--- src/rtl/adder_ctrl_pkg.sv ---
// Shared state encoding, widths and golden arithmetic for the adder controller.
// Pure declarations: no latency, no flow control.
package adder_ctrl_pkg;
    localparam int OP_W    = 4;
    localparam int RES_W   = 5;
    localparam int DQ_W    = 10;
    localparam int LAT_DEF = 2;

    typedef enum logic [2:0] {
        IDLE,
        ISSUE_R,
        WAIT_R,
        CAP_R,
        ISSUE_C,
        WAIT_C,
        CAP_C,
        RESP
    } state_t;

    typedef struct packed {
        logic [OP_W-1:0] a;
        logic [OP_W-1:0] b;
        logic            cin;
    } opnd_t;

    function automatic logic [RES_W-1:0] golden_sum(input opnd_t op);
        return RES_W'(op.a) + RES_W'(op.b) + RES_W'(op.cin);
    endfunction
endpackage

--- src/rtl/adder_ctrl_if.sv ---
// Requester, datapath and response signals of the adder controller.
// master = controller side, slave = requesters plus datapath.
interface adder_ctrl_if;
    import adder_ctrl_pkg::*;

    logic            req0_valid;
    logic [OP_W-1:0] req0_a;
    logic [OP_W-1:0] req0_b;
    logic            req0_cin;
    logic            req0_ready;

    logic            req1_valid;
    logic [OP_W-1:0] req1_a;
    logic [OP_W-1:0] req1_b;
    logic            req1_cin;
    logic            req1_ready;

    logic [OP_W-1:0] dp_a;
    logic [OP_W-1:0] dp_b;
    logic            dp_cin;
    logic            dp_load;
    logic            dp_sel;
    logic [DQ_W-1:0] dp_q;

    logic             rsp_valid;
    logic             rsp_id;
    logic [RES_W-1:0] rsp_sum;
    logic             rsp_match;
    logic             rsp_ok;

    modport master (
        input  req0_valid, req0_a, req0_b, req0_cin,
        input  req1_valid, req1_a, req1_b, req1_cin,
        input  dp_q,
        output req0_ready, req1_ready,
        output dp_a, dp_b, dp_cin, dp_load, dp_sel,
        output rsp_valid, rsp_id, rsp_sum, rsp_match, rsp_ok
    );

    modport slave (
        output req0_valid, req0_a, req0_b, req0_cin,
        output req1_valid, req1_a, req1_b, req1_cin,
        output dp_q,
        input  req0_ready, req1_ready,
        input  dp_a, dp_b, dp_cin, dp_load, dp_sel,
        input  rsp_valid, rsp_id, rsp_sum, rsp_match, rsp_ok
    );
endinterface

--- src/rtl/adder_ctrl_rr_arb2.sv ---
// Two-way round-robin arbiter: combinational one-hot grant, tie priority flips away
// from the winner on accept; requesters hold their request until accepted.
module rr_arb2 (
    input  logic       clk,
    input  logic       rst,
    input  logic [1:0] req_i,
    input  logic       accept_i,
    output logic [1:0] gnt_o
);
    logic prio_q;
    logic prio_d;

    always_comb begin
        gnt_o = req_i;
        if (req_i == 2'b11) begin
            gnt_o = prio_q ? 2'b10 : 2'b01;
        end
    end

    // prio_q names the requester that wins the next tie
    always_comb begin
        prio_d = prio_q;
        if (accept_i && (gnt_o != 2'b00)) begin
            prio_d = ~gnt_o[1];
        end
    end

    always_ff @(posedge clk or posedge rst) begin
        if (rst) begin
            prio_q <= 1'b0;
        end else begin
            prio_q <= prio_d;
        end
    end
endmodule

--- src/rtl/adder_ctrl.sv ---
// Serialises requests onto a shared ripple/lookahead datapath and compares both results;
// response 5+2*LAT cycles after grant, requesters hold valid while busy, no response backpressure.
module adder_ctrl
    import adder_ctrl_pkg::*;
#(
    parameter int LAT = LAT_DEF
) (
    input  logic         clk,
    input  logic         rst,
    adder_ctrl_if.master bus
);
    localparam int CNT_W = (LAT > 1) ? $clog2(LAT) : 1;

    state_t           state_q;
    logic [1:0]       rdy_q;
    opnd_t            op_q;
    logic             id_q;
    logic [CNT_W-1:0] cnt_q;
    logic [RES_W-1:0] rip_q;

    logic [OP_W-1:0]  dp_a_q;
    logic [OP_W-1:0]  dp_b_q;
    logic             dp_cin_q;
    logic             dp_load_q;
    logic             dp_sel_q;

    logic             rsp_valid_q;
    logic             rsp_id_q;
    logic [RES_W-1:0] rsp_sum_q;
    logic             rsp_match_q;
    logic             rsp_ok_q;

    logic [1:0]       req_vld;
    logic [1:0]       gnt;
    logic             can_grant;
    logic             accept;
    opnd_t            op0;
    opnd_t            op1;
    logic [RES_W-1:0] cla_res;
    logic [RES_W-1:0] gold;

    assign req_vld = {bus.req1_valid, bus.req0_valid};
    assign op0     = {bus.req0_a, bus.req0_b, bus.req0_cin};
    assign op1     = {bus.req1_a, bus.req1_b, bus.req1_cin};
    assign cla_res = bus.dp_q[DQ_W-1:RES_W];
    assign gold    = golden_sum(op_q);

    // Grants are decided in a free IDLE cycle or in RESP, so back-to-back service has no bubble
    assign can_grant = (state_q == RESP) || ((state_q == IDLE) && (rdy_q == 2'b00));
    assign accept    = can_grant && (req_vld != 2'b00);

    rr_arb2 u_arb (
        .clk      (clk),
        .rst      (rst),
        .req_i    (req_vld),
        .accept_i (accept),
        .gnt_o    (gnt)
    );

    always_ff @(posedge clk or posedge rst) begin
        if (rst) begin
            state_q     <= IDLE;
            rdy_q       <= 2'b00;
            op_q        <= '0;
            id_q        <= 1'b0;
            cnt_q       <= '0;
            rip_q       <= '0;
            dp_a_q      <= '0;
            dp_b_q      <= '0;
            dp_cin_q    <= 1'b0;
            dp_load_q   <= 1'b0;
            dp_sel_q    <= 1'b0;
            rsp_valid_q <= 1'b0;
            rsp_id_q    <= 1'b0;
            rsp_sum_q   <= '0;
            rsp_match_q <= 1'b0;
            rsp_ok_q    <= 1'b0;
        end else begin
            rdy_q       <= 2'b00;
            dp_load_q   <= 1'b0;
            rsp_valid_q <= 1'b0;
            if (accept) begin
                rdy_q <= gnt;
                id_q  <= gnt[1];
                op_q  <= gnt[1] ? op1 : op0;
            end
            // Outputs are registered on entry to the state in which they must appear
            case (state_q)
                IDLE: begin
                    if (rdy_q != 2'b00) begin
                        state_q   <= ISSUE_R;
                        dp_a_q    <= op_q.a;
                        dp_b_q    <= op_q.b;
                        dp_cin_q  <= op_q.cin;
                        dp_load_q <= 1'b1;
                        dp_sel_q  <= 1'b0;
                    end
                end
                ISSUE_R: begin
                    state_q <= WAIT_R;
                    cnt_q   <= CNT_W'(LAT - 1);
                end
                WAIT_R: begin
                    if (cnt_q == '0) state_q <= CAP_R;
                    else             cnt_q   <= cnt_q - 1'b1;
                end
                CAP_R: begin
                    rip_q     <= bus.dp_q[RES_W-1:0];
                    state_q   <= ISSUE_C;
                    dp_load_q <= 1'b1;
                    dp_sel_q  <= 1'b1;
                end
                ISSUE_C: begin
                    state_q <= WAIT_C;
                    cnt_q   <= CNT_W'(LAT - 1);
                end
                WAIT_C: begin
                    if (cnt_q == '0) state_q <= CAP_C;
                    else             cnt_q   <= cnt_q - 1'b1;
                end
                CAP_C: begin
                    state_q     <= RESP;
                    rsp_valid_q <= 1'b1;
                    rsp_id_q    <= id_q;
                    rsp_sum_q   <= rip_q;
                    rsp_match_q <= (rip_q == cla_res);
                    rsp_ok_q    <= (rip_q == gold) && (cla_res == gold);
                    dp_a_q      <= '0;
                    dp_b_q      <= '0;
                    dp_cin_q    <= 1'b0;
                    dp_sel_q    <= 1'b0;
                end
                RESP: begin
                    state_q <= IDLE;
                end
                default: begin
                    state_q <= IDLE;
                end
            endcase
        end
    end

    assign bus.req0_ready = rdy_q[0];
    assign bus.req1_ready = rdy_q[1];
    assign bus.dp_a       = dp_a_q;
    assign bus.dp_b       = dp_b_q;
    assign bus.dp_cin     = dp_cin_q;
    assign bus.dp_load    = dp_load_q;
    assign bus.dp_sel     = dp_sel_q;
    assign bus.rsp_valid  = rsp_valid_q;
    assign bus.rsp_id     = rsp_id_q;
    assign bus.rsp_sum    = rsp_sum_q;
    assign bus.rsp_match  = rsp_match_q;
    assign bus.rsp_ok     = rsp_ok_q;
endmodule

--- src/flat_wrapper.sv ---
// flat-port wrapper written by rule: the top's interface ports become plain ports
module adder_ctrl_flat import adder_ctrl_pkg::*;
#(
    parameter int LAT = LAT_DEF
)
  (clk, rst, bus_req0_valid, bus_req0_a, bus_req0_b, bus_req0_cin, bus_req1_valid, bus_req1_a, bus_req1_b, bus_req1_cin, bus_dp_q, bus_req0_ready, bus_req1_ready, bus_dp_a, bus_dp_b, bus_dp_cin, bus_dp_load, bus_dp_sel, bus_rsp_valid, bus_rsp_id, bus_rsp_sum, bus_rsp_match, bus_rsp_ok);
  adder_ctrl_if bus_i ();
  input  logic clk;
  input  logic rst;
  input wire logic [$bits(bus_i.req0_valid)-1:0] bus_req0_valid;
  input wire logic [$bits(bus_i.req0_a)-1:0] bus_req0_a;
  input wire logic [$bits(bus_i.req0_b)-1:0] bus_req0_b;
  input wire logic [$bits(bus_i.req0_cin)-1:0] bus_req0_cin;
  input wire logic [$bits(bus_i.req1_valid)-1:0] bus_req1_valid;
  input wire logic [$bits(bus_i.req1_a)-1:0] bus_req1_a;
  input wire logic [$bits(bus_i.req1_b)-1:0] bus_req1_b;
  input wire logic [$bits(bus_i.req1_cin)-1:0] bus_req1_cin;
  input wire logic [$bits(bus_i.dp_q)-1:0] bus_dp_q;
  output wire logic [$bits(bus_i.req0_ready)-1:0] bus_req0_ready;
  output wire logic [$bits(bus_i.req1_ready)-1:0] bus_req1_ready;
  output wire logic [$bits(bus_i.dp_a)-1:0] bus_dp_a;
  output wire logic [$bits(bus_i.dp_b)-1:0] bus_dp_b;
  output wire logic [$bits(bus_i.dp_cin)-1:0] bus_dp_cin;
  output wire logic [$bits(bus_i.dp_load)-1:0] bus_dp_load;
  output wire logic [$bits(bus_i.dp_sel)-1:0] bus_dp_sel;
  output wire logic [$bits(bus_i.rsp_valid)-1:0] bus_rsp_valid;
  output wire logic [$bits(bus_i.rsp_id)-1:0] bus_rsp_id;
  output wire logic [$bits(bus_i.rsp_sum)-1:0] bus_rsp_sum;
  output wire logic [$bits(bus_i.rsp_match)-1:0] bus_rsp_match;
  output wire logic [$bits(bus_i.rsp_ok)-1:0] bus_rsp_ok;
  assign bus_i.req0_valid = bus_req0_valid;
  assign bus_i.req0_a = bus_req0_a;
  assign bus_i.req0_b = bus_req0_b;
  assign bus_i.req0_cin = bus_req0_cin;
  assign bus_i.req1_valid = bus_req1_valid;
  assign bus_i.req1_a = bus_req1_a;
  assign bus_i.req1_b = bus_req1_b;
  assign bus_i.req1_cin = bus_req1_cin;
  assign bus_i.dp_q = bus_dp_q;
  assign bus_req0_ready = bus_i.req0_ready;
  assign bus_req1_ready = bus_i.req1_ready;
  assign bus_dp_a = bus_i.dp_a;
  assign bus_dp_b = bus_i.dp_b;
  assign bus_dp_cin = bus_i.dp_cin;
  assign bus_dp_load = bus_i.dp_load;
  assign bus_dp_sel = bus_i.dp_sel;
  assign bus_rsp_valid = bus_i.rsp_valid;
  assign bus_rsp_id = bus_i.rsp_id;
  assign bus_rsp_sum = bus_i.rsp_sum;
  assign bus_rsp_match = bus_i.rsp_match;
  assign bus_rsp_ok = bus_i.rsp_ok;
  adder_ctrl #(.LAT(LAT)) u_core (.clk(clk), .rst(rst), .bus(bus_i));
endmodule
--- config.mk ---
export PLATFORM = sky130hd
export DESIGN_NAME = adder_ctrl_flat
export DESIGN_NICKNAME = d
export VERILOG_FILES = /design/src/rtl/adder_ctrl_pkg.sv /design/src/rtl/adder_ctrl_if.sv /design/src/rtl/adder_ctrl_rr_arb2.sv /design/src/rtl/adder_ctrl.sv /design/src/flat_wrapper.sv
export SDC_FILE = /design/constraint.sdc
export NUM_CORES = 1
export LEC_CHECK = 0
export CORE_UTILIZATION = 45
export DETAILED_ROUTE_END_ITERATION = 10
export GPL_TIMING_DRIVEN = 0
export PLACE_DENSITY = 0.75
export REMOVE_ABC_BUFFERS = 1
export SYNTH_ARGS = -nofsm -noshare
export SYNTH_HDL_FRONTEND = slang
export SYNTH_HIERARCHICAL = 1
export SYNTH_SLANG_ARGS = --single-unit
--- constraint.sdc ---
create_clock -name clk -period 4.55 [get_ports clk]
set_input_delay 0.6825 -clock clk [delete_from_list [all_inputs] [get_ports clk]]
set_output_delay 0.6825 -clock clk [all_outputs]
set_load 0.01 [all_outputs]
[After elaboration in Yosys (flattened, before gate mapping)]
Cells that the tools add are included.
Word-level totals
  output and inout port bits: 22
  logic and storage cells: 76
  bits of input ports: 32
  flip-flop bits (word level): 42
Operators by class
  reduce and logical (&&, ||, !) cells: 18
  add/subtract/negate cells: 3
  bitwise logic cells: 1
  multiplexer cells: 21
  equality and inequality tests: 14
Operators with widths (number)
  case mux 3 bit (8 select lines): 1
  case mux 4 bit (2 select lines): 2
  equality test 5 bit: 3
  equality test 3 bit, second input constant: 4
  nonzero test 2 bit: 5
  two-way mux 3 bit: 3
  two-way mux 9 bit: 1
  two-way mux 4 bit: 2
  equality test 3 x 2 -> 1 bit, second input constant: 2
  two-way mux 2 bit: 3
  != test 2 bit, second input constant: 3
  case mux 1 bit (2 select lines): 3
  adder 4 x 4 -> 5 bit: 1
  adder 5 x 1 -> 5 bit: 1
  two-way mux 1 bit: 5
  logical AND 1 bit: 4
  AND reduction 2 bit: 2
  OR reduction 2 bit: 2
  equality test 3 x 1 -> 1 bit, second input constant: 1
  logical NOT 3 bit: 1
  case mux 1 bit (3 select lines): 1
  AND reduction 3 bit: 1
  nonzero test 3 bit: 1
  equality test 2 bit, second input constant: 1
  4 further kinds: 4

[Longest topological paths before layout]
Gate-level depths: netlist (run 1).
  word-level depth: 5
  depth in mapped cells: 7
  mapped depth without buffers: 7

[Modules after synthesis]
The synthesis (run 1) kept the hierarchy.
Modules (own cells, without submodules)
  adder_ctrl: cells an instance 187, instances 1, sequential area each 1026.0 µm², area each 2016.9 µm²
  rr_arb2: cells an instance 7, instances 1, sequential area each 25.0 µm², area each 58.8 µm²

[Worst setup path after synthesis (run 1)]
No wires, ideal clock.
  kind: reg-to-reg
  start point: register u_core/op_q[0] (netlist bit)
  end point: register u_core.rsp_ok_q (netlist: u_core/bus.rsp_ok)
  clock period less this slack: 2111 ps
  buffers on the path: 0
  library setup time: 121 ps
  path slack: 2439 ps
  data required time: 4429 ps
  arrival: 1990 ps
  stages on the path, launching flop included: 8
  path through: dfrtp_1 > fa_1 > fa_1 > a21o_1 > a21oi_2 > mux2i_1 > nor4_1 > a22o_1
On the way
  longest elaborated chain between the ends: 3
  elaborated cells between the ends (all ways): 4
  those cells by class: add/sub: 1; eq/ne: 2; reduce/logical: 1
Ends and longest elaborated chain
  start: declaration: line adder_ctrl.sv:16  | opnd_t op_q;
  start signal: assignment: line adder_ctrl.sv:85  | op_q <= gnt[1] ? op1 : op0;
  adder 5 x 1 -> 5 bit *: line adder_ctrl_pkg.sv:27  | return RES_W'(op.a) + RES_W'(op.b) + RES_W'(op.cin);
  equality test 5 bit: line adder_ctrl.sv:127  | rsp_ok_q <= (rip_q == gold) && (cla_res == gold);
  logical AND 1 bit *: line adder_ctrl.sv:127
  end signal: assignment: line adder_ctrl.sv:127
  end: declaration: line adder_ctrl.sv:31  | logic rsp_ok_q;
Mark *: on every way between the ends. The rest lies on a longest branch, timed or not.
A chain may end at the register's enable or synchronous reset.

[Worst setup path after layout (run 1)]
  start point: input port bus_req1_valid
  end point: register u_core/op_q[8] (netlist bit)
On the way
  longest elaborated chain between the ends: 3
  elaborated cells between the ends (all ways): 5
  those cells by class: eq/ne: 1; mux: 2; reduce/logical: 2
Ends and longest elaborated chain
  start: declaration: line flat_wrapper.sv:14  | input wire logic [$bits(bus_i.req1_valid)-1:0] bus_req1_valid;
  equality test 2 bit: line adder_ctrl_rr_arb2.sv:15  | if (req_i == 2'b11) begin
  two-way mux 2 bit *: line adder_ctrl_rr_arb2.sv:15
  via u_core.gnt[1]: line adder_ctrl.sv:34  | logic [1:0] gnt;
  two-way mux 9 bit *: line adder_ctrl.sv:85
Mark *: on every way through the listed nets, which the timed path passes. The rest lies on a longest branch.

==> results of run 1 <==
[routing by layer]
metal,vias up,global-route usage,part of all wire
met2,38,0.288,0.49
met3,6,0.0404,0.040
met1,718,0.234,0.46
li1,754,-,-
met4,0,0.0733,0.018
met5,-,0,0
[registers in the layout (all words and copies together) (netlist names)]
signal,count
u_core/bus.dp_cin,1
u_core/op_q,9
u_core/rdy_q,2
u_core/bus.rsp_ok,1
u_core/bus.dp_a,4
u_core/bus.rsp_valid,1
u_core/bus.rsp_match,1
u_core/cnt_q,1
u_core/bus.rsp_id,1
u_core/bus.rsp_sum,5
u_core/bus.dp_b,4
u_core/state_q,3
u_core/u_arb/prio_q,1
u_core/bus.dp_load,1
u_core/id_q,1
u_core/rip_q,5
u_core/bus.dp_sel,1
[cells in the mapped netlist (2+ instances only)]
library cell,count
a21o_1,3
a21oi_1,13
and2_1,4
and3_1,2
buf_2,2
buf_6,5
dfrtp_1,42
fa_1,2
ha_1,3
inv_1,6
mux2_4,9
mux2i_1,11
nand2_1,32
nand2_2,2
nor2_1,14
nor3_1,4
o21ai_0,12
o22ai_1,2
xor2_1,3
[power by group]
part	leakage, nW	internal [W]	switching (W)	total [W]
clock	0.0472	0.000122	0.000127	0.000249
combinational	0.638	0.000459	0.000370	0.000829
sequential	0.515	0.000544	0.000154	0.000698
total	1.20	0.00112	0.000651	0.00178
[tightest hold or removal path: stages (launching register included)]
cell,delay (ns)
dfrtp_1,0.34
nand2_1,0.05
o21ai_0,0.06
[final cells by class]
type	instances	area, µm²	share of cell area
clock inverters	2	12.5	0.00466
multi-input cells	136	920	0.343
repair buffers	53	531	0.198
inverters	6	22.5	0.00839
clock buffers	6	82.6	0.0308
well taps	52	65.1	0.0242
flip-flops and latches	42	1050	0.392
[cells by family (layout without fill, tap and decap cells)]
logic type / Yosys count / in the layout / share of synthesized area
simple gates: 66 / 66 / 0.146
flops: 42 / 42 / 0.506
compound gates: 40 / 40 / 0.119
mux: 21 / 21 / 0.124
buf+inv: 16 / 67 / 0.0506
fa+ha+maj: 5 / 5 / 0.0374
xor+xnor: 4 / 4 / 0.0169
[per-stage QoR]
| stage | util | cell area (µm²) | setup slack (ns) |
|---|---|---|---|
| 6_report | 0.612 | 2680 | 2.06 |
| 5_1_grt | 0.612 | 2680 | 1.92 |
| 2_1_floorplan | - | 1990 | 2.42 |
| 3_5_place_dp | 0.590 | 2590 | 1.76 |
| 4_1_cts | 0.612 | 2680 | 2.06 |
| 3_3_place_gp | 0.590 | 2590 | 1.76 |
[path summary, 6_finish.rpt]
| check | from | to |
|---|---|---|
| max | bus_req1_valid | u_core/op_q[8]$_DFFE_PP0P_ |
| min | u_core/bus.rsp_match$_DFFE_PP0P_ | u_core/bus.rsp_match$_DFFE_PP0P_ |
| min in group asynchronous | rst | u_core/u_arb/prio_q$_DFFE_PP0P_ |
| max in group asynchronous | rst | u_core/rip_q[1]$_DFFE_PP0P_ |
| max reg2reg | u_core/op_q[0]$_DFFE_PP0P_ | u_core/bus.rsp_ok$_DFFE_PP0P_ |
| min reg2reg | u_core/bus.rsp_match$_DFFE_PP0P_ | u_core/bus.rsp_match$_DFFE_PP0P_ |
==> impl_results.md, run 1 <==
- Status: completed
- Final Cycle Share: 0.547
- Share of cells above drive strength 1: 0.106
- Critical path's largest stage delay: 1.02 ns
- First-pass GRT wire length: 6.82 mm
- Relative slew slack: 0.147
- Commonest non-fill, non-tap cell in the layout: clkdlybuf4s50_1
- Post CTS Setup Buffer Count: 0
- I/O pins: 54
- I/O Buffers: 53
- Unrepaired setup endpoints after global routing: false
- WHS: 0.481 ns
- DR iter-0 viols: 69
- WHS Path Cells: 2
- Syn Std Cell Area: 0.00208 mm²
- CP startpoint kind: primary input
- Post-route ant nets: 0
- Critical path endpoint category: register
- Vias in the first global route: 1478
- Gate Count Post-Synth: 194
- Synth async-reset ratio: 1.00
- Core Area: 0.00438 mm²
- Period minus WS final: 2.49 ns
- Vias post-DR: 1516
- WP data arrival: 2.64 ns
- Seq/Total Area, Yosys: 0.506
- Synthesized flop and latch total: 42
- Die width: 69.9 µm
- Power Total: 0.00178 W
- Row count: 24
- Synth top area cells: dfrtp_1 51%, mux2_4 6.5%, nand2_1 5.8%, mux2i_1 5.3%, a21oi_1 3.1%
- Gr usage total: 0.179
- Critical path's slowest cell: a21boi_1
- NumNets Final: 281
- Post-cts repair resize count: 0
- Cell variety after synth: 42
- Worst Tran Pin Value: 1.28 ns
- Inst Count DP: 289
- Cts hold-fix bufs: 0
- Gr ovfl total: 0
- Cell depth of the worst setup path: 4
- Final HPWL DP: 2.79 mm
- Sequence of cells on the critical path: clkdlybuf4s50_1 > a21boi_1 > mux2i_1 > a21oi_1
- Buf/Inv on CP: 1
- Share of the synthesized area in the top cell type: 0.506
- # diodes: 0
- Worst Hold Class: reg -> reg
- Most frequent cells in the layout: 53 x clkdlybuf4s50_1, 42 x dfrtp_1, 32 x nand2_1, 14 x nor2_1, 13 x a21oi_1
- Ys Warns: 6
- Routed vias/inst: 5.10
- Iteration count of the initial detailed-routing pass: 4
- Reg2reg setup slack: 2.27 ns
- Layout fillers: 389
- # DRC: 0
- Num CTS Buffers: 5
- TritonCTS clock tree: done
- Clk_lat worst skew: 0.29 ns
- Fmax: 401 MHz
- Final setup TNS: 0 ns
- Yosys top cell by area: dfrtp_1
- Routability cong.: 0.720
- Final std cells w/o fill: 297
- Number of synthesized flops with an enable pin: 0
- Starting Density: 0.473
- Clock Skews: 0.00813 ns
- Wirelength, routed: 3.92 mm
- Setup CP Type: in -> reg
- Hold Vio Cnt, Final: 0
- Die Height: 69.9 µm
- Final setup viols: 0
- Initial antenna violation count: 0
- Delay-heaviest family, CP: compound AO/OA/AOI/OAI gates
- Worst-path clk slew: 0.08 ns
- H-tree lvl count: 2
- Root Buffer: clkbuf_8
- Number of max-cap violations: 0
- Pin count of the biggest net entering global routing: 42
- Num Clock Sinks: 42
- CTS Buffer Depth: 2
- Synth-to-layout area growth: 29.3%
- Peak VDD IR: 0.287 mV
- R2r worst-path depth: 7
- Total Die Area: 0.00489 mm²
- Primary FF master, synth: dfrtp_1
- Pwr dens: 662 mW/mm²
- Mean post-synth cell area: 10.7 µm²
- Routed wire per std cell: 13.2 µm
- Lkg Pwr: 1.20 nW
- CP Max Fanout: 11
- Worst endpoint required time: 4.70 ns
- Slew Limit Fails: 0
Note: power is estimated with default switching activity, not from simulation.
==> run 2: changes to the inputs <==
--- a/config.mk
+++ b/config.mk
@@ -5,10 +5,10 @@
 export SDC_FILE = /design/constraint.sdc
 export NUM_CORES = 1
 export LEC_CHECK = 0
-export CORE_UTILIZATION = 45
+export CORE_UTILIZATION = 44
 export DETAILED_ROUTE_END_ITERATION = 10
 export GPL_TIMING_DRIVEN = 0
-export PLACE_DENSITY = 0.75
+export PLACE_DENSITY = 0.76
 export REMOVE_ABC_BUFFERS = 1
 export SYNTH_ARGS = -nofsm -noshare
 export SYNTH_HDL_FRONTEND = slang
==> constraint.sdc (replaced) <==
create_clock -name clk -period 2.2 [get_ports clk]
set_input_delay 0.33 -clock clk [delete_from_list [all_inputs] [get_ports clk]]
set_output_delay 0.33 -clock clk [all_outputs]
set_load 0.01 [all_outputs]
==> run 2 against run 1 <==
Net effect: the run now ends with design-rule violations left; worst hold slack worse by 0.27 ns; clock power increased by 140%; flip-flop and latch count is the same; final cell count grew 1.0%; via count is 0.86% higher; final area is 1.8% higher; routed wire length is 3.0% higher.
==> impl_results.md, run 2 (synthesis gave the netlist of run 1 again) <==
- Status: finished, violations left (was completed)
- Failing checks: design-rule violations
- DR iter-0 viols: 70 (was 69)
- Reg2reg setup slack: 0.07 ns (was 2.27 ns)
- Worst-path clk slew: 0.08 ns (about the same)
- Worst Hold Class: in -> async (was reg -> reg)
- CTS Buffer Depth: 2 (unchanged)
- Sequence of cells on the critical path: fa_2 > fa_2 > a21o_1 > a21oi_2 > mux2i_1 > nor4_1 > a22o_1 (was clkdlybuf4s50_1 > a21boi_1 > mux2i_1 > a21oi_1)
- Peak VDD IR: 0.561 mV (was 0.287 mV)
- Final HPWL DP: 2.73 mm (was 2.79 mm)
- # diodes: 0 (unchanged)
- Worst endpoint required time: 2.38 ns (was 4.70 ns)
- Commonest non-fill, non-tap cell in the layout: clkdlybuf4s50_1 (unchanged)
- Core Area: 0.00444 mm² (was 0.00438 mm²)
- Iteration count of the initial detailed-routing pass: 7 (was 4)
- Worst Tran Pin Value: 0.838 ns (was 1.28 ns)
- Num Clock Sinks: 42 (unchanged)
- CP startpoint kind: register (was primary input)
- Routability cong.: 0.785 (was 0.720)
- Fmax: 469 MHz
- Buf/Inv on CP: 0 (was 1)
- Wirelength, routed: 4.03 mm (was 3.92 mm)
- Root Buffer: clkbuf_8 (unchanged)
- Row count: 24 (unchanged)
- Clock Skews: 0.00415 ns (was 0.00813 ns)
- H-tree lvl count: 2 (unchanged)
- Vias in the first global route: 1531 (was 1478)
- Max FFs per register: 9 (unchanged)
- Total Die Area: 0.00500 mm² (was 0.00489 mm²)
- Vias post-DR: 1529 (was 1516)
- Initial antenna violation count: 0 (unchanged)
- Gr ovfl total: 0 (unchanged)
- Pin count of the biggest net entering global routing: 42 (unchanged)
- WP data arrival: 2.31 ns (was 2.64 ns)
- Layout fillers: 390 (was 389)
- Pwr dens: 1400 mW/mm² (was 662 mW/mm²)
- Final Core Density: 0.615 (was 0.612)
- Reg-to-reg endpoint: u_core/bus.rsp_ok$_DFFE_PP0P_ (unchanged)
- CP Max Fanout: 3 (was 11)
- Most frequent cells in the layout: 53 x clkdlybuf4s50_1, 42 x dfrtp_1, 32 x nand2_1, 14 x nor2_1, 13 x a21oi_1 (unchanged)
- Critical path's largest stage delay: 0.42 ns (was 1.02 ns)
- Relative slew slack: 0.441 (was 0.147)
- Post-route ant nets: 0 (unchanged)
- Slew Limit Fails: 0 (unchanged)
- Num CTS Buffers: 5 (unchanged)
- TritonCTS clock tree: done (unchanged)
- Synth-to-layout area growth: 31.6% (was 29.3%)
- Critical Path Most Common Cell: fa_2
- Share of cells above drive strength 1: 0.133 (was 0.106)
- Period minus WS final: 2.13 ns
- Setup CP Type: reg -> reg (was in -> reg)
- I/O pins: 54 (unchanged)
- Lkg Pwr: 1.23 nW (was 1.20 nW)
- Number of max-cap violations: 0 (unchanged)
- Cts hold-fix bufs: 0 (unchanged)
- Unrepaired setup endpoints after global routing: true (was false)
- First-pass GRT wire length: 7.02 mm (was 6.82 mm)
- Die width: 70.7 µm (was 69.9 µm)
- R2r worst-path depth: 7 (unchanged)
- WHS: 0.208 ns (was 0.481 ns)
- Critical path's slowest cell: dfrtp_1 (was a21boi_1)
- Critical path endpoint category: register (unchanged)
- Gr usage total: 0.180 (was 0.179)
- R2r startpoint: u_core/op_q[1]$_DFFE_PP0P_ (was u_core/op_q[0]$_DFFE_PP0P_)
- Routed wire per std cell: 13.4 µm (was 13.2 µm)
- Cell depth of the worst setup path: 7 (was 4)
- I/O Buffers: 53 (unchanged)
- Final setup viols: 0 (unchanged)
- # DRC: 15 (was 0)
- Delay-heaviest family, CP: adder cells (was compound AO/OA/AOI/OAI gates)
- Biggest register: u_core/op_q (unchanged)
- Clk_lat worst skew: 0.29 ns (about the same)
- Hold Vio Cnt, Final: 0 (unchanged)
- Routed vias/inst: 5.10 (about the same)
- NumNets Final: 284 (was 281)
- Die Height: 70.7 µm (was 69.9 µm)
- Starting Density: 0.467 (was 0.473)
- Final Cycle Share: 0.970
==> run 2: worst reg2reg max path: cells and delay by family (launching register included) <==
kind | cells | cell delay (ns)
adder cells (fa/ha/maj) | 2 | 0.77
flip-flops | 1 | 0.42
AO/OA/AOI/OAI | 3 | 0.57
multiplexers | 1 | 0.20
AND/OR/NAND/NOR | 1 | 0.06
==> run 2: worst max path at each step <==
stage / from / endpoint / slack (ns)
after CTS: bus_req1_valid / u_core/op_q[1]$_DFFE_PP0P_ / 0.01
after global routing: u_core/op_q[1]$_DFFE_PP0P_ / u_core/bus.rsp_ok$_DFFE_PP0P_ / -0.03
after detailed placement: bus_req1_valid / u_core/op_q[1]$_DFFE_PP0P_ / -0.30
after global placement: bus_req1_valid / u_core/op_q[1]$_DFFE_PP0P_ / -0.29
final: u_core/op_q[1]$_DFFE_PP0P_ / u_core/bus.rsp_ok$_DFFE_PP0P_ / 0.07
after floorplan: u_core/op_q[0]$_DFFE_PP0P_ / u_core/bus.rsp_ok$_DFFE_PP0P_ / 0.07
==> run 2: final cells by class <==
class                      count  area, µm²  share of cell area
clock inverter                 3       40.0              0.0147
clock buffer                   5       68.8              0.0252
timing repair buffer          56        553               0.202
sequential                    42       1050               0.385
inverter                       6       22.5             0.00825
multi-input combinational    136        931               0.341
tap                           52       65.1              0.0238
==> run 2: report_power, final <==
group	switching, W	total (W)	internal (W)	leakage, nW
clock network	0.000262	0.000596	0.000334	0.0579
logic	0.000792	0.00178	0.000990	0.652
registers	0.000327	0.00145	0.00112	0.515
==> run 2: timing repair <==
action                     4_1_cts  5_1_grt
gates resized for setup          2        2
setup endpoints to repair        1       21
setup buffers                    1        2
gates cloned                     0        0
pin swaps                        1        3
==> run 2: stage by stage <==
stage / setup TNS, ns / instance area [µm²] / power [W] / cells / worst slack [ns]
final: 0 / 2730 / 0.00383 / 300 / 0.0669
after global routing: -0.0265 / 2730 / 0.00414 / 300 / -0.0265
after CTS: 0 / 2710 / 0.00382 / 298 / 0.0106
after detailed placement: -2.52 / 2590 / 0.00317 / 289 / -0.299
after global placement: -2.35 / 2590 / 0.00312 / 289 / -0.292
after floorplan: 0 / 1990 / 0.00254 / 184 / 0.0742
==> run 2: metal layers <==
| layer | vias to the layer above | GRT usage | share of wire |
|---|---|---|---|
| li1 | 762 | - | - |
| met1 | 721 | 0.249 | 0.47 |
| met2 | 41 | 0.284 | 0.46 |
| met3 | 5 | 0.0399 | 0.053 |
| met4 | 0 | 0.0600 | 0.011 |
| met5 | - | 0 | 0 |
==> run 3: changes to the inputs <==
--- a/config.mk
+++ b/config.mk
@@ -5,6 +5,7 @@
 export SDC_FILE = /design/constraint.sdc
 export NUM_CORES = 1
 export LEC_CHECK = 0
+export CAP_MARGIN = 5
 export CORE_UTILIZATION = 44
 export DETAILED_ROUTE_END_ITERATION = 10
 export GPL_TIMING_DRIVEN = 0
==> run 3 against run 2 <==
Net effect: the run still ends with design-rule violations left; clock power about the same; non-clock buffer count shrank 1; final area shrank 0.23%; critical path type unchanged.
==> impl_results.md, run 3 (synthesis gave the netlist of run 1 again) <==
- Status: finished, violations left (unchanged)
- Core Area: 0.00444 mm² (unchanged)
- Setup CP Type: reg -> reg (unchanged)
- Lkg Pwr: 1.22 nW (was 1.23 nW)
- Routed wire per std cell: 13.3 µm (was 13.4 µm)
- Initial antenna violation count: 0 (unchanged)
- CP startpoint kind: register (unchanged)
- Critical path endpoint category: register (unchanged)
- TritonCTS clock tree: done (unchanged)
- Total Die Area: 0.00500 mm² (unchanged)
- Max FFs per register: 9 (unchanged)
- Period minus WS final: 2.16 ns (was 2.13 ns)
- Synth-to-layout area growth: 31.3% (was 31.6%)
- Hold Vio Cnt, Final: 0 (unchanged)
- Layout fillers: 391 (was 390)
- Num Clock Sinks: 42 (unchanged)
- Peak VDD IR: 0.559 mV (was 0.561 mV)
- Most frequent cells in the layout: 53 x clkdlybuf4s50_1, 42 x dfrtp_1, 32 x nand2_1, 14 x nor2_1, 13 x a21oi_1 (unchanged)
- Clk_lat worst skew: 0.29 ns (about the same)
- Gr usage total: 0.180 (unchanged)
- Worst setup margin: 0.0448 ns (was 0.0669 ns)
- Final Cycle Share: 0.980 (was 0.970)
- Root Buffer: clkbuf_8 (unchanged)
- Commonest non-fill, non-tap cell in the layout: clkdlybuf4s50_1 (unchanged)
- Reg2reg setup slack: 0.04 ns (was 0.07 ns)
- I/O Buffers: 53 (unchanged)
- NumNets Final: 283 (was 284)
- Worst Tran Pin Value: 0.837 ns (was 0.838 ns)
- Gr ovfl total: 0 (unchanged)
- # diodes: 0 (unchanged)
- Fmax: 464 MHz (was 469 MHz)
- Post-route ant nets: 0 (unchanged)
- H-tree lvl count: 2 (unchanged)
- Vias in the first global route: 1531 (unchanged)
- Worst-path clk slew: 0.08 ns (about the same)
- Footprint of the multi-input gates: 928 µm² (was 931 µm²)
- Cts hold-fix bufs: 0 (unchanged)
- Slew Limit Fails: 0 (unchanged)
- Pin count of the biggest net entering global routing: 42 (unchanged)
- Critical path's largest stage delay: 0.42 ns (about the same)
- Final HPWL DP: 2.73 mm (unchanged)
- Wirelength, routed: 3.99 mm (was 4.03 mm)
- Worst Hold Class: in -> async (unchanged)
- First-pass GRT wire length: 7.02 mm (unchanged)
- Routability cong.: 0.785 (unchanged)
- Sequence of cells on the critical path: fa_2 > fa_2 > a21o_1 > a21oi_2 > mux2i_1 > nor4_1 > a22o_1 (unchanged)
- R2r worst-path depth: 7 (unchanged)
- Die width: 70.7 µm (unchanged)
- I/O pins: 54 (unchanged)
- Critical Path Most Common Cell: fa_2 (unchanged)
- Starting Density: 0.467 (unchanged)
- Final setup viols: 0 (unchanged)
- Clock Skews: 0.00443 ns (was 0.00415 ns)
- Worst endpoint required time: 2.38 ns (about the same)
- Num CTS Buffers: 5 (unchanged)
- DR iter-0 viols: 82 (was 70)
- Relative slew slack: 0.441 (about the same)
- WHS: 0.208 ns (about the same)
- Vias post-DR: 1533 (was 1529)
- Reg-to-reg endpoint: u_core/bus.rsp_ok$_DFFE_PP0P_ (unchanged)
- Die Height: 70.7 µm (unchanged)
- Number of max-cap violations: 0 (unchanged)
- CP Max Fanout: 3 (unchanged)
- Share of cells above drive strength 1: 0.126 (was 0.133)
- Failing checks: design-rule violations (unchanged)
- R2r startpoint: u_core/op_q[1]$_DFFE_PP0P_ (unchanged)
- Critical path's slowest cell: dfrtp_1 (unchanged)
- Unrepaired setup endpoints after global routing: true (unchanged)
- # DRC: 15 (unchanged)
- Routed vias/inst: 5.13 (was 5.10)
- Row count: 24 (unchanged)
- CTS Buffer Depth: 2 (unchanged)
- Pre-CTS setup slack: -0.299 ns (unchanged)
- WP data arrival: 2.33 ns (was 2.31 ns)
- Iteration count of the initial detailed-routing pass: 7 (unchanged)
- Pwr dens: 1390 mW/mm² (was 1400 mW/mm²)
- Biggest register: u_core/op_q (unchanged)
- Register area: 0.00105 mm² (unchanged)
==> run 3: cell types whose count changed in the layout (fill, tap and decap cells not counted) <==
cell     delta
buf_4       -2
buf_6       +1
nor2b_1     +1
nor2b_2     -1
==> run 3: timing repair <==
action / 4_1_cts / 5_1_grt
buffers inserted: 1 / 0
endpoints found under the setup margin: 1 / 10
resized for setup: 2 / 1
pin swaps: 1 / 1
==> run 3: how the worst max path moves through the flow <==
stage	cells past startpoint	start	end
2_1_floorplan	7	u_core/op_q[0]$_DFFE_PP0P_	u_core/bus.rsp_ok$_DFFE_PP0P_
3_3_place_gp	4	bus_req1_valid	u_core/op_q[1]$_DFFE_PP0P_
3_5_place_dp	4	bus_req1_valid	u_core/op_q[1]$_DFFE_PP0P_
4_1_cts	4	bus_req1_valid	u_core/op_q[1]$_DFFE_PP0P_
5_1_grt	7	u_core/op_q[1]$_DFFE_PP0P_	u_core/bus.rsp_ok$_DFFE_PP0P_
6_report	7	u_core/op_q[1]$_DFFE_PP0P_	u_core/bus.rsp_ok$_DFFE_PP0P_
==> run 3: power breakdown <==
part	internal (W)	switching [W]
registers	0.00112	0.000325
clock network	0.000334	0.000262
logic	0.000971	0.000783
total	0.00243	0.00137
==> run 3: critical path: cells and delay by family, from the launching register on <==
kind                       cells  cell delay [ns]
and+or+nand+nor                1             0.06
DFF                            1             0.42
AOI/OAI and AO/OA              3             0.59
adders and majority gates      2             0.78
muxes                          1             0.20
==> run 3: cell type report <==
class                   count  share of cell area
well taps                  52              0.0239
clock inverters             3              0.0147
repair buffers             55               0.202
clock buffers               5              0.0253
inverters                   6             0.00826
multi-input cells         136               0.341
flip-flops and latches     42               0.386
==> run 3: through the flow <==
stage	instance area (µm²)	setup TNS (ns)	total power [W]	util	cells
3_3_place_gp	2590	-2.35	0.00312	0.582	289
2_1_floorplan	1990	0	0.00254	-	184
5_1_grt	2730	-0.0625	0.00411	0.613	299
4_1_cts	2710	0	0.00382	0.610	298
6_report	2730	0	0.00380	0.613	299
3_5_place_dp	2590	-2.52	0.00317	0.582	289
==> run 3: per-layer routing <==
| metal | part of all wire | global-route usage | wire length (µm) | vias to the layer above |
|---|---|---|---|---|
| met5 | 0 | 0 | 0 | - |
| met1 | 0.48 | 0.249 | 1900 | 725 |
| met3 | 0.055 | 0.0399 | 219 | 5 |
| met2 | 0.46 | 0.284 | 1820 | 43 |
| met4 | 0.011 | 0.0600 | 44 | 0 |
| li1 | - | - | - | 760 |
